[src/rtl/sd_sector_host.sv]
// rtl/sd_sector_host.sv - moves one 512-byte sector between a core sector buffer and 16-bit block memory
module sd_sector_host #(
    parameter int ADDR_W = 24
) (
    input  logic              clk_sys,
    input  logic              reset_n,
    input  logic [31:0]       sd_lba,
    input  logic              sd_rd,
    input  logic              sd_wr,
    output logic              sd_ack,
    output logic [7:0]        sd_buff_addr,
    output logic [15:0]       sd_buff_dout,
    output logic              sd_buff_wr,
    input  logic [15:0]       sd_buff_din,
    input  logic [31:0]       img_sectors,
    output logic [ADDR_W-1:0] mem_addr,
    output logic              mem_rd,
    output logic              mem_wr,
    output logic [15:0]       mem_wdata,
    input  logic              mem_busy,
    input  logic [15:0]       mem_rdata,
    input  logic              mem_rvalid
);

    localparam logic [2:0] S_IDLE    = 3'd0;
    localparam logic [2:0] S_RD_CMD  = 3'd1;
    localparam logic [2:0] S_RD_WAIT = 3'd2;
    localparam logic [2:0] S_WR_ADDR = 3'd3;
    localparam logic [2:0] S_WR_CMD  = 3'd4;
    localparam logic [2:0] S_DONE    = 3'd5;

    logic [2:0]  state_q, state_d;
    logic        rd_prev_q, wr_prev_q;
    logic [31:0] lba_q, lba_d;
    logic [7:0]  idx_q, idx_d;
    logic        ack_q, ack_d;
    logic [7:0]  baddr_q, baddr_d;
    logic [15:0] bdout_q, bdout_d;
    logic        bwr_q, bwr_d;
    logic [15:0] wdata_q, wdata_d;
    logic        wr_pend_q, wr_pend_d;

    logic rd_rise, wr_rise, oor, last;

    assign rd_rise = sd_rd & ~rd_prev_q;
    assign wr_rise = sd_wr & ~wr_prev_q;
    assign oor     = (lba_q >= img_sectors);
    assign last    = (idx_q == 8'hFF);

    // Commands come straight from registered state, so they cannot move while mem_busy holds them.
    assign mem_rd       = (state_q == S_RD_CMD) && !oor;
    assign mem_wr       = (state_q == S_WR_CMD) && wr_pend_q && !oor;
    assign mem_addr     = ADDR_W'({lba_q, 8'h00}) + ADDR_W'(idx_q);
    assign mem_wdata    = wdata_q;
    assign sd_ack       = ack_q;
    assign sd_buff_addr = baddr_q;
    assign sd_buff_dout = bdout_q;
    assign sd_buff_wr   = bwr_q;

    always_comb begin
        state_d   = state_q;
        lba_d     = lba_q;
        idx_d     = idx_q;
        ack_d     = ack_q;
        baddr_d   = baddr_q;
        bdout_d   = bdout_q;
        bwr_d     = 1'b0;
        wdata_d   = wdata_q;
        wr_pend_d = wr_pend_q;
        case (state_q)
            S_IDLE: begin
                if (rd_rise) begin
                    lba_d   = sd_lba;
                    idx_d   = 8'd0;
                    ack_d   = 1'b1;
                    state_d = S_RD_CMD;
                end else if (wr_rise) begin
                    lba_d   = sd_lba;
                    idx_d   = 8'd0;
                    ack_d   = 1'b1;
                    baddr_d = 8'd0;
                    state_d = S_WR_ADDR;
                end
            end
            S_RD_CMD: begin
                if (oor) begin
                    bwr_d   = 1'b1;
                    bdout_d = 16'h0000;
                    baddr_d = idx_q;
                    idx_d   = idx_q + 8'd1;
                    state_d = last ? S_DONE : S_RD_CMD;
                end else if (!mem_busy) begin
                    state_d = S_RD_WAIT;
                end
            end
            S_RD_WAIT: begin
                if (mem_rvalid) begin
                    bwr_d   = 1'b1;
                    bdout_d = mem_rdata;
                    baddr_d = idx_q;
                    idx_d   = idx_q + 8'd1;
                    state_d = last ? S_DONE : S_RD_CMD;
                end
            end
            S_WR_ADDR: state_d = S_WR_CMD;
            S_WR_CMD: begin
                // First WR_CMD cycle waits for the buffer's registered read of the new address.
                if (!wr_pend_q) begin
                    wdata_d   = sd_buff_din;
                    wr_pend_d = 1'b1;
                end else if (oor || !mem_busy) begin
                    wr_pend_d = 1'b0;
                    idx_d     = idx_q + 8'd1;
                    baddr_d   = idx_q + 8'd1;
                    state_d   = last ? S_DONE : S_WR_ADDR;
                end
            end
            S_DONE: begin
                ack_d   = 1'b0;
                state_d = S_IDLE;
            end
            default: state_d = S_IDLE;
        endcase
    end

    always_ff @(posedge clk_sys or negedge reset_n) begin
        if (!reset_n) begin
            state_q   <= S_IDLE;
            rd_prev_q <= 1'b0;
            wr_prev_q <= 1'b0;
            lba_q     <= 32'd0;
            idx_q     <= 8'd0;
            ack_q     <= 1'b0;
            baddr_q   <= 8'd0;
            bdout_q   <= 16'd0;
            bwr_q     <= 1'b0;
            wdata_q   <= 16'd0;
            wr_pend_q <= 1'b0;
        end else begin
            state_q   <= state_d;
            rd_prev_q <= sd_rd;
            wr_prev_q <= sd_wr;
            lba_q     <= lba_d;
            idx_q     <= idx_d;
            ack_q     <= ack_d;
            baddr_q   <= baddr_d;
            bdout_q   <= bdout_d;
            bwr_q     <= bwr_d;
            wdata_q   <= wdata_d;
            wr_pend_q <= wr_pend_d;
        end
    end

endmodule

[config.mk]
export PLATFORM = sky130hd
export DESIGN_NAME = sd_sector_host
export DESIGN_NICKNAME = d
export VERILOG_FILES = /design/src/rtl/sd_sector_host.sv
export SDC_FILE = /design/constraint.sdc
export NUM_CORES = 1
export LEC_CHECK = 0
export BUFFER_PORTS_ARGS = -buffer_cell sky130_fd_sc_hd__buf_2
export CAP_MARGIN = 20
export CORE_MARGIN = 4
export CORE_UTILIZATION = 50
export CTS_CLUSTER_DIAMETER = 40
export DETAILED_ROUTE_END_ITERATION = 12
export PLACE_DENSITY = 0.83
export SLEW_MARGIN = 20
export SYNTH_ARGS = -nofsm -noshare
export SYNTH_HDL_FRONTEND = slang
export SYNTH_SLANG_ARGS = --single-unit
[constraint.sdc]
create_clock -name clk_sys -period 2.9 [get_ports clk_sys]
set_input_delay 0.58 -clock clk_sys [delete_from_list [all_inputs] [get_ports clk_sys]]
set_output_delay 0.58 -clock clk_sys [all_outputs]
set_load 0.03 [all_outputs]
**Word level (Yosys, flattened, before mapping)**

Index checks and enable logic that the tools add are counted.
Widths: inputs -> output; s select.

- Flip-flop bits (word level): 88
- Input port bits: 102
- Output and inout bits: 68

- Add/subtract/negate cells: 2
- $lt $le $gt $ge: 1
- Eq/ne operators: 14
- Mux-type cells: 34
- Bitwise logic cells: 5
- Reductions and logical operators: 18

Operators by type and width:

| operator | count |
|---|---|
| $mux 8 | 9 |
| $mux 32 | 2 |
| $pmux 8 s4 | 2 |
| $ge 32x32->1 | 1 |
| $mux 16 | 2 |
| $pmux 16 s2 | 1 |
| $mux 3 | 9 |
| $add 24x8->24 | 1 |
| $pmux 3 s5 | 1 |
| $ne 2x2->1 const B | 5 |
| $add 8x1->8 const B | 1 |
| $eq 8x8->1 const B | 1 |
| $reduce_and 7->1 | 1 |
| $eq 3x2->1 const B | 2 |
| $eq 3x3->1 const B | 2 |
| $mux 1 | 6 |
| $ne 3x3->1 const B | 2 |
| $reduce_and 2->1 | 3 |
| $reduce_and 6->1 | 1 |
| $reduce_bool 2->1 | 3 |
| $reduce_and 5->1 | 1 |
| $pmux 1 s2 | 2 |
| $reduce_bool 4->1 | 1 |
| $eq 3x1->1 const B | 1 |
| other kinds (8) | 14 |

**Depth between registers and ports, before layout**

Gate-level depths: netlist (run 1).

- Word-level depth: 5
- Gate-level depth with buffers: 10
- Mapped depth without buffers: 9

**Least setup slack after synthesis (run 1)**

Ideal clock, no wire load.

- Kind: in2out
- From: input img_sectors[17]
- To: output mem_rd
- Data arrival time: 2506 ps
- Required time: 2320 ps
- Path slack: -186 ps
- Cell stages on the path: 7
- Path through: inv_1 ha_1 a21oi_1 o21bai_1 a2111oi_2 a31oi_4 nor3_1

- Cells in the longest elaborated chain, start to end: 3

RTL lines:

| item | line | text |
|---|---|---|
| from (decl) | 15 | `input logic [31:0] img_sectors,` |
| $ge 32x32->1 | 47 | `assign oor = (lba_q >= img_sectors);` |
| $logic_not 1->1 | 51 | `assign mem_rd = (state_q == S_RD_CMD) && !oor;` |
| $logic_and 1x1->1 | 51 |  |
| to (decl) | 17 | `output logic mem_rd,` |

Every way passes these cells.

**Final worst setup path (run 1)**

- From: register lba_q[14]
- To: output mem_wr

- Cells in the longest elaborated chain, start to end: 3

RTL lines:

| item | line | text |
|---|---|---|
| from (decl) | 34 | `logic [31:0] lba_q, lba_d;` |
| from (signal assigned) | 143 | `lba_q <= lba_d;` |
| $ge 32x32->1 | 47 |  |
| $logic_not 1->1 | 52 | `assign mem_wr = (state_q == S_WR_CMD) && wr_pend_q && !oor;` |
| $logic_and 1x1->1 | 52 |  |
| to (decl) | 18 | `output logic mem_wr,` |

Every way passes these cells.

==> summary.txt, run 1 <==
Global routing
  – Initial antenna violation count: 1
  – First-pass GRT wire length: 18.84 mm
  – Total congestion overflow: 0
  – Global Route Usage Sum: 0.2076
  – Pin count of the biggest net entering global routing: 89
  – Vias in the first global route: 4085

Floorplan
  – Core area: 8891 um2
  – Die height: 104.6 um
  – Die Wd: 104.6 um
  – Site Rows: 34
  – # IOs: 170
  – Initial core utilization: 0.5250
  – Die area: 10950 um2

Power and ir drop
  – Sw Pwr: 0.002733 W
  – Flop pwr share: 0.340
  – Leakage power: 3.076 nW
  – Switch share: 0.4424
  – Peak supply drop: 0.0006717 V
  – Combinational power share: 0.525
  – Power share of the clock group: 0.135
  – Cell Pwr Density: 1036 nW/um2
  – Internal: 0.003445 W
  – Pwr Total: 0.006178 W

Clock tree
  – Clock Sinks: 88
  – Number of H-tree levels: 3
  – Root Buffer: clkbuf_8
  – TritonCTS clock tree: built
  – Clock latency on the worst-skew pair: 340 ps
  – Worst-path clk slew: 90 ps
  – Num CTS Buffers: 9
  – CTS Hold Bufs: 0
  – Clock buffer depth: 2

Place
  – PortBufs: 169
  – Post-DP HPWL: 8.522 mm
  – Routability cong.: 0.8374
  – Placed Instance Area: 5564 um2

Yosys
  – FFs w/ async S/R, synth: 1.000
  – Ys flop type: dfrtp_1
  – Post-synth EDFFs: 0
  – Post-synthesis sequential area ratio: 0.4717
  – Cell taking the most area after synthesis: dfrtp_1
  – Synth warn: 0
  – Synthesized cell area: 4668 um2
  – Largest cells by area after synthesis: dfrtp_1 47%, mux2_2 12%, ha_1 8.8%
  – Syn Nets: 570
  – Post-synth top area share: 0.4717
  – Netlist cell types: 50
  – Syn Inst Count: 435
  – Synth Area per Inst: 10.73 um2
  – Synth Register Bits: 88

STA
  – Final Cycle Share: 0.9627
  – Slew Limit Fails: 0
  – Fin crit period: 2792 ps
  – Hold Fails Final Rpt: 0
  – Clock skew: 13.00 ps
  – Worst rel slew slack: 0.4762
  – Max frequency: 358.2 MHz
  – Setup violations, final: 0
  – Measured slew at the worst slew-check pin: 785.6 ps

Setup path
  – Crit Path Class: flop to output pin
  – Worst Setup End Kind: output pin
  – Critical Path RT: 2320 ps
  – CP startpoint kind: flop
  – R2R setup slack: 290 ps
  – CP max FO: 3
  – Arrival time at the worst endpoint: 2210 ps

Routing
  – Vias: 3855
  – Met2 WL: 5.666 mm
  – Routed vias/inst: 5.407
  – Routed length on met3: 866 um
  – Top layer in use: met5
  – M1 wire length: 4.537 mm
  – Drt initial violations: 237
  – Routed WL: 11.30 mm
  – DRC Markers: 0
  – Routed len/inst: 15.85 um
  – Initial DRT Pass Iterations: 4
  – Antenna-violating nets left: 0

Final layout
  – Area growth, synth to finish: 27.69%
  – Layout Cell Area excl Fill: 5961 um2
  – Share of layout cells above drive strength 1: 0.4562
  – N_diodes: 0
  – Fin nets: 735

Hold path
  – Hold Path Class: input port to async pin

Outcome
  – Status: finished clean

Run
  – Max Cap Viol: 0
[state kept, by name, indices dropped and copies added (netlist names), 3 cells and up]
signal	count
sd_buff_addr	8
idx_q	8
state_q	3
mem_wdata	16
lba_q	32
sd_buff_dout	16
[kinds of logic after synthesis]
logic type	count (synthesis)	share of synthesized area
AND/OR/NAND/NOR	88	0.08577
adder cells (fa/ha/maj)	33	0.08845
AO/OA/AOI/OAI	107	0.1606
buffers and inverters	68	0.07102
XOR/XNOR	1	0.001877
multiplexers	50	0.1206
flip-flops	88	0.4717
[cell usage in the layout, fill, tap and decap left out, types with 2 or more instances in the layout]
cell type   instances
buf_2             166
dfrtp_1            88
mux2_2             48
inv_1              36
nor2_1             27
ha_1               27
nand2_1            26
a21oi_1            21
o21ai_0            17
a22o_1             16
buf_4              16
o21ai_1            15
clkbuf_8            9
nand3_1             7
and3_1              6
o22ai_1             6
ha_4                6
nand2b_1            5
nor3_1              4
o31ai_2             4
nand4_1             3
a31oi_1             3
clkinvlp_4          3
a21oi_2             2
nor3_4              2
o21a_1              2
nor2b_1             2
mux2_1              2
a22oi_1             2
a311oi_1            2
clkinv_2            2
buf_6               2
[path summary, 6_finish.rpt]
kind / start / end / cells past startpoint
hold reg to reg: sd_buff_addr[6]$_DFFE_PN0P_ / sd_buff_addr[6]$_DFFE_PN0P_ / 2
setup / recovery: lba_q[14]$_DFFE_PN0P_ / mem_wr / 8
max in group asynchronous: reset_n / idx_q[0]$_DFFE_PN0P_ / 1
hold / removal: reset_n / lba_q[11]$_DFFE_PN0P_ / 1
min in group clk_sys: sd_rd / rd_prev_q$_DFF_PN0_ / 1
setup reg to reg: lba_q[14]$_DFFE_PN0P_ / idx_q[6]$_DFFE_PN0P_ / 10
[per-layer routing]
layer,GRT usage,vias to the layer above
met5,0,-
met4,0.06092,2
met3,0.06535,20
met2,0.3602,152
met1,0.2488,1818
li1,-,1863
[critical path: stages (launching register included)]
cell       delay, ps
dfrtp_1          430
ha_4             290
nand4_1          170
buf_4            190
buf_4            120
a2bb2oi_2        170
a31oi_4          280
nor3_2            60
buf_4            170
[cell usage after synthesis (all sizes together) (2+ instances only)]
master    n
inv      37
a22oi     2
dfrtp    88
o21ai    32
a2bb2oi   2
mux2     50
nor3      7
a211oi    3
nand3     7
nand2b    5
clkbuf    6
ha       33
o31ai     5
nor2     27
nand4     3
a311oi    2
a21oi    23
nor2b     2
o22ai     7
nand2    27
a31oi     4
a22o     16
buf      25
and3      6
o21a      2
[cell type report]
| type | count | area, um2 |
|---|---|---|
| repair buffers | 185 | 993.5 |
| fillers | 699 | 2930 |
| inverters | 37 | 138.9 |
| well taps | 108 | 135.1 |
| clock inverters | 7 | 71.32 |
| multi-input cells | 279 | 2296 |
| clock buffers | 9 | 123.9 |
| flip-flops and latches | 88 | 2202 |
[through the flow]
step	setup slack, ps	utilization	std cells	hold slack [ps]	setup TNS (ps)
6_report	108.3	0.6704	713	285.3	0
5_1_grt	-15.83	0.6704	713	331.5	-15.83
4_1_cts	3.852	0.6524	709	340.1	0
3_5_place_dp	-82.58	0.6258	692	469.9	-295.8
3_3_place_gp	17.13	0.6258	692	462.5	0
2_1_floorplan	71.14	-	435	284.4	0
[power by group through the flow]
stage / sequential, W / combinational (W) / clock (W)
after floorplan: 0.00244 / 0.00195 / 0
after global placement: 0.00206 / 0.00293 / 0
after detailed placement: 0.00210 / 0.00304 / 0
after CTS: 0.00208 / 0.00311 / 0.000864
after global routing: 0.00217 / 0.00355 / 0.000920
final: 0.00210 / 0.00324 / 0.000832
[timing repair]
item,CTS,global route
resized for setup,5,18
pin swaps,4,11
setup endpoints to repair,2,2
setup buffers,1,5
(Power assumes the default switching activity.)
==> run 2, diff against run 1 <==
==> constraint.sdc (replaced) <==
create_clock -name clk_sys -period 2.65 [get_ports clk_sys]
set_input_delay 0 -clock clk_sys [delete_from_list [all_inputs] [get_ports clk_sys]]
set_output_delay 0 -clock clk_sys [all_outputs]
set_load 0.03 [all_outputs]
==> summary.txt, run 2 (synthesized netlist as in run 1, its figures left out) <==
Clock tree
  – Clock buffer depth: 2 (unchanged)
  – TritonCTS clock tree: built
  – Worst-path clk slew: 90 ps (about the same)
  – Number of H-tree levels: 3 (unchanged)
  – Num CTS Buffers: 9 (unchanged)
  – Clock Sinks: 88 (unchanged)
  – Clock latency on the worst-skew pair: 350 ps (about the same)
  – Root Buffer: clkbuf_8

Place
  – Cell count after placement: 693 (+0.14%)
  – Post-DP HPWL: 8.648 mm (+1.5%)
  – Routability cong.: 0.8851 (+5.7%)
  – PortBufs: 169 (unchanged)
  – DP Worst Slack: 126.4 ps (+209.0 ps)
  – Placed Instance Area: 5549 um2 (-0.27%)

Power and ir drop
  – Pwr Total: 0.006803 W (+10%)
  – Cell Pwr Density: 1050 nW/um2 (+1.3%)
  – Peak supply drop: 0.0006217 V (-7.4%)
  – Leakage power: 3.354 nW (+9.0%)

Floorplan
  – # IOs: 170 (unchanged)
  – Initial core utilization: 0.5250 (unchanged)
  – Die area: 10950 um2 (unchanged)
  – Site Rows: 34 (unchanged)
  – Die Wd: 104.6 um (unchanged)
  – Core area: 8891 um2 (unchanged)
  – Die height: 104.6 um (unchanged)

Setup path
  – R2r startpoint: lba_q[31]$_DFFE_PN0P_
  – Buf/Inv on CP: 1 (-2)
  – Slowest CP cell: a2111oi_4
  – Crit-path max cell delay: 410 ps (-20 ps)
  – CP max FO: 6 (+3)
  – Crit Path Class: flop to output pin
  – Arrival time at the worst endpoint: 2590 ps (+380 ps)
  – R2r worst-path depth: 9 (-1)
  – Worst setup path start: lba_q[17]$_DFFE_PN0P_
  – Worst-path cell chain: ha_1 -> a21oi_1 -> o21bai_1 -> a2111oi_4 -> a31oi_4 -> nor3_1 -> buf_2
  – CP startpoint kind: flop
  – Critical path's top delay family: compound AO/OA/AOI/OAI gates
  – Worst Setup End Kind: output pin
  – Stages on the worst setup path: 7 (-1)
  – Critical Path RT: 2650 ps (+330 ps)

STA
  – Final Cycle Share: 0.9758
  – Max frequency: 386.7 MHz
  – Worst rel slew slack: 0.4976 (+0.02136)
  – Final Worst Setup Slack: 64.03 ps (-44.25 ps)
  – Setup violations, final: 0 (unchanged)
  – Fin crit period: 2586 ps
  – Measured slew at the worst slew-check pin: 753.6 ps (-32.04 ps)
  – Slew Limit Fails: 0 (unchanged)
  – Clock skew: 13.26 ps (+0.2607 ps)
  – Hold Fails Final Rpt: 0 (unchanged)
  – Post-route setup TNS: 0 ps (unchanged)

Global routing
  – First-pass GRT wire length: 22.38 mm (+19%)
  – Pin count of the biggest net entering global routing: 59 (-34%)
  – Initial antenna violation count: 0 (-1)
  – Global Route Usage Sum: 0.2493 (+0.04172)
  – Vias in the first global route: 4683 (+15%)
  – Total congestion overflow: 0 (unchanged)

Final layout
  – Layout Cell Area excl Fill: 6477 um2 (+8.7%)
  – Area of the multi-input gates: 2166 um2 (-5.7%)
  – Commonest non-fill, non-tap cell in the layout: buf_2
  – Top reg by flops: lba_q
  – Final non-filler cell total: 778 (+9.1%)
  – Area growth, synth to finish: 38.76%
  – Commonest cells after routing, fill and taps aside: 168 x buf_2, 88 x dfrtp_1, 68 x dlygate4sd3_1, 48 x mux2_2, 36 x inv_1
  – N_diodes: 0 (unchanged)
  – Fillers: 577 (-17%)
  – FF+latch area: 2202 um2 (unchanged)
  – Share of layout cells above drive strength 1: 0.3866 (-0.06963)
  – Largest register FFs: 32 (unchanged)
  – Fin nets: 801 (+9.0%)

Outcome
  – Status: finished clean

Routing
  – Antenna-violating nets left: 0 (unchanged)
  – Routed WL: 13.48 mm (+19%)
  – Initial DRT Pass Iterations: 4 (unchanged)
  – Routed len/inst: 17.33 um (+9.3%)
  – DRC Markers: 0 (unchanged)
  – Vias: 4297 (+11%)
  – Routed vias/inst: 5.523 (+2.2%)
  – Drt initial violations: 264 (+11%)

Hold path
  – Hold Path Class: input port to async pin

Run
  – Max Cap Viol: 0 (unchanged)
run 2: cell type report:
class / count / area share
sequential: 88 / 0.3400
multi-input combinational: 279 / 0.3344
timing repair buffer: 251 / 0.2523
inverter: 37 / 0.02144
tap: 108 / 0.02086
clock buffer: 11 / 0.02028
clock inverter: 4 / 0.01082
run 2: metrics by stage:
stage,hold WS (ps),util
global route,245.7,0.7285
global placement,114.0,0.6241
CTS,219.1,0.7239
floorplan,-295.6,-
detailed placement,117.0,0.6241
finish,232.3,0.7285
run 2: worst paths after layout:
check / to / slack (ps)
worst max-delay path: mem_wr / 60
worst min-delay path: lba_q[9]$_DFFE_PN0P_ / 230
worst max register to register: sd_buff_dout[4]$_DFFE_PN0P_ / 110
worst min register to register: sd_buff_addr[5]$_DFFE_PN0P_ / 490
max in group asynchronous: lba_q[0]$_DFFE_PN0P_ / 1670
min in group clk_sys: state_q[2]$_DFFE_PN0P_ / 240
run 2: worst register-to-register path, cell delays in order (launching register included):
cell      delay (ps)
dfrtp_1          390
ha_1             340
nand4_1          190
nor4_1           400
o21ai_1          190
a31oi_4          290
buf_4            180
a211oi_4          40
buf_4            200
a22o_1           200
run 2: layer usage:
layer	track usage	routed length, um	part of all wire	up-vias
met5	0	0	0	-
met3	0.05302	943	0.070	52
met4	0.1078	510	0.038	0
met2	0.4493	6880	0.51	192
li1	-	-	-	1993
met1	0.2861	5150	0.38	2060
run 2: where the power goes:
part | leakage [nW] | internal [W] | total, W | switching, W
logic | 2.15 | 0.00141 | 0.00354 | 0.00213
registers | 1.10 | 0.00188 | 0.00227 | 0.000400
clock network | 0.103 | 0.000525 | 0.000984 | 0.000459
run 2: what timing repair did:
action                                 CTS  global route
setup endpoints to repair                1             9
setup buffers                            0             2
endpoints found under the hold margin  124             0
resized for setup                        1             4
hold buffers                            68             0
pin swaps                                0             1
==> run 3, diff against run 2 <==
Settings changed: BUFFER_PORTS_ARGS -buffer_cell sky130_fd_sc_hd__buf_2 to -buffer_cell sky130_fd_sc_hd__buf_4.
==> summary.txt, run 3 (synthesized netlist as in run 1, its figures left out) <==
Clock tree
  – TritonCTS clock tree: built
  – Clock buffer depth: 2 (unchanged)
  – Worst-path clk slew: 100 ps (about the same)
  – Root Buffer: clkbuf_8
  – Clock latency on the worst-skew pair: 350 ps (about the same)
  – Number of H-tree levels: 3 (unchanged)
  – Num CTS Buffers: 9 (unchanged)
  – Clock Sinks: 88 (unchanged)

Routing
  – Initial DRT Pass Iterations: 5 (+1)
  – Drt initial violations: 192 (-27%)
  – Routed len/inst: 17.34 um (about the same)
  – DRC Markers: 0 (unchanged)
  – Antenna-violating nets left: 0 (unchanged)
  – Routed vias/inst: 5.505 (-0.33%)
  – Routed WL: 13.45 mm (-0.23%)
  – Vias: 4272 (-0.58%)

STA
  – Worst rel slew slack: 0.4678 (-0.02980)
  – Slew Limit Fails: 0 (unchanged)
  – Final Cycle Share: 0.9458 (-0.03008)
  – Measured slew at the worst slew-check pin: 798.3 ps (+44.71 ps)
  – Setup violations, final: 0 (unchanged)
  – Fin Hold WS: 216.0 ps (-16.33 ps)
  – Hold Fails Final Rpt: 0 (unchanged)
  – Max frequency: 399.0 MHz (+3.2%)
  – Post-route setup TNS: 0 ps (unchanged)
  – RSZ-0062 raised after global routing: no
  – Clock skew: 19.57 ps (+6.303 ps)
  – Fin crit period: 2506 ps (-79.72 ps)

Final layout
  – Final non-filler cell total: 776 (-0.26%)
  – Share of layout cells above drive strength 1: 0.3799 (-0.006687)
  – Util after Layout: 0.7733 (+0.04475)
  – Commonest non-fill, non-tap cell in the layout: buf_4
  – Commonest cells after routing, fill and taps aside: 177 x buf_4, 88 x dfrtp_1, 68 x dlygate4sd3_1, 48 x mux2_2, 36 x inv_1
  – Area growth, synth to finish: 47.28%
  – Fillers: 552 (-4.3%)
  – Largest register FFs: 32 (unchanged)
  – Layout Cell Area excl Fill: 6875 um2 (+6.1%)
  – Top reg by flops: lba_q
  – Fin nets: 796 (-0.62%)

Setup path
  – Crit-path max cell delay: 410 ps (about the same)
  – Worst Setup End Kind: output pin
  – R2R setup slack: 160 ps (+50 ps)
  – Last element of the critical path: mem_wr
  – R2r worst-path depth: 9 (unchanged)
  – Slowest CP cell: dfrtp_1
  – Worst setup path start: lba_q[13]$_DFFE_PN0P_
  – R2r startpoint: lba_q[13]$_DFFE_PN0P_
  – Worst-path cell chain: ha_1 -> a211oi_2 -> nor2_1 -> a2111oi_4 -> a31oi_4 -> nor3_1 -> buf_4
  – Crit Path Class: flop to output pin
  – CP startpoint kind: flop
  – Endpoint of the worst register-to-register path: sd_buff_dout[13]$_DFFE_PN0P_
  – Critical Path RT: 2650 ps (about the same)
  – CP max FO: 6 (unchanged)
  – Arrival time at the worst endpoint: 2510 ps (-80 ps)

Floorplan
  – Die area: 10950 um2 (unchanged)
  – # IOs: 170 (unchanged)
  – Core area: 8891 um2 (unchanged)
  – Initial core utilization: 0.5250 (unchanged)
  – Die height: 104.6 um (unchanged)
  – Die Wd: 104.6 um (unchanged)
  – Site Rows: 34 (unchanged)

Global routing
  – Total congestion overflow: 0 (unchanged)
  – Pin count of the biggest net entering global routing: 89 (+51%)
  – Initial antenna violation count: 2 (+2)
  – Vias in the first global route: 4488 (-4.2%)
  – Global Route Usage Sum: 0.2437 (-0.005606)
  – First-pass GRT wire length: 21.71 mm (-3.0%)

Place
  – Routability cong.: 0.8497 (-4.0%)
  – Post-DP HPWL: 8.548 mm (-1.2%)
  – PortBufs: 169 (unchanged)
  – Cell count after placement: 689 (-0.58%)
  – Placed Instance Area: 5939 um2 (+7.0%)

Hold path
  – Hold Path Class: input port to flop

Power and ir drop
  – Peak supply drop: 0.0007182 V (+16%)
  – Leakage power: 3.446 nW (+2.7%)
  – Cell Pwr Density: 1023 nW/um2 (-2.6%)

Outcome
  – Status: finished clean

Run
  – Max Cap Viol: 0 (unchanged)
-- run 3: area by class of cell --
type / instances / area [um2] / area share
antenna: 2 / 5.005 / 0.0007279
timing repair buffer: 246 / 2021 / 0.2939
tap: 108 / 135.1 / 0.01965
sequential: 88 / 2202 / 0.3203
clock inverter: 3 / 65.06 / 0.009463
multi-input combinational: 279 / 2160 / 0.3141
clock buffer: 13 / 148.9 / 0.02166
inverter: 37 / 138.9 / 0.02020
-- run 3: how the worst min path moves through the flow --
stage	startpoint	endpoint	slack, ps	depth (start not counted)
3_5_place_dp	sd_rd	rd_prev_q$_DFF_PN0_	120	1
5_1_grt	mem_rvalid	state_q[2]$_DFFE_PN0P_	240	4
4_1_cts	mem_rvalid	state_q[2]$_DFFE_PN0P_	190	4
6_report	mem_rvalid	state_q[2]$_DFFE_PN0P_	220	4
2_1_floorplan	reset_n	idx_q[0]$_DFFE_PN0P_	-300	0
3_3_place_gp	sd_rd	rd_prev_q$_DFF_PN0_	120	1
-- run 3: report_power, final --
part           switching [W]  leakage [nW]  internal [W]  total, W
Combinational        0.00210          2.24       0.00164   0.00374
Sequential          0.000407          1.10       0.00188   0.00228
Clock               0.000453         0.108      0.000558   0.00101
-- run 3: critical path, delay by kind of cell, from the launching register on --
family | cells | cell delay [ps]
AOI/OAI and AO/OA | 3 | 790
DFF | 1 | 410
and+or+nand+nor | 2 | 410
buffers and inverters | 1 | 220
adders and majority gates | 1 | 330
-- run 3: metal layers --
metal  part of all wire  vias to the layer above  GRT usage
met5                  0                        -          0
met4              0.045                        0     0.1237
met3              0.071                       49    0.06227
met2               0.50                      203     0.4156
met1               0.39                     2033     0.2855
li1                   -                     1987          -
-- run 3: what timing repair did --
action,CTS,global route
setup buffers,0,1
gates resized for setup,0,4
setup endpoints to repair,0,10
hold buffers,68,0
endpoints found under the hold margin,157,0
-- run 3: stage by stage --
step	setup WS (ps)	total power [W]
after floorplan	142.9	0.004790
after global placement	234.7	0.005722
after detailed placement	192.8	0.005827
after CTS	148.2	0.006930
after global routing	2.051	0.007503
final	143.8	0.007032
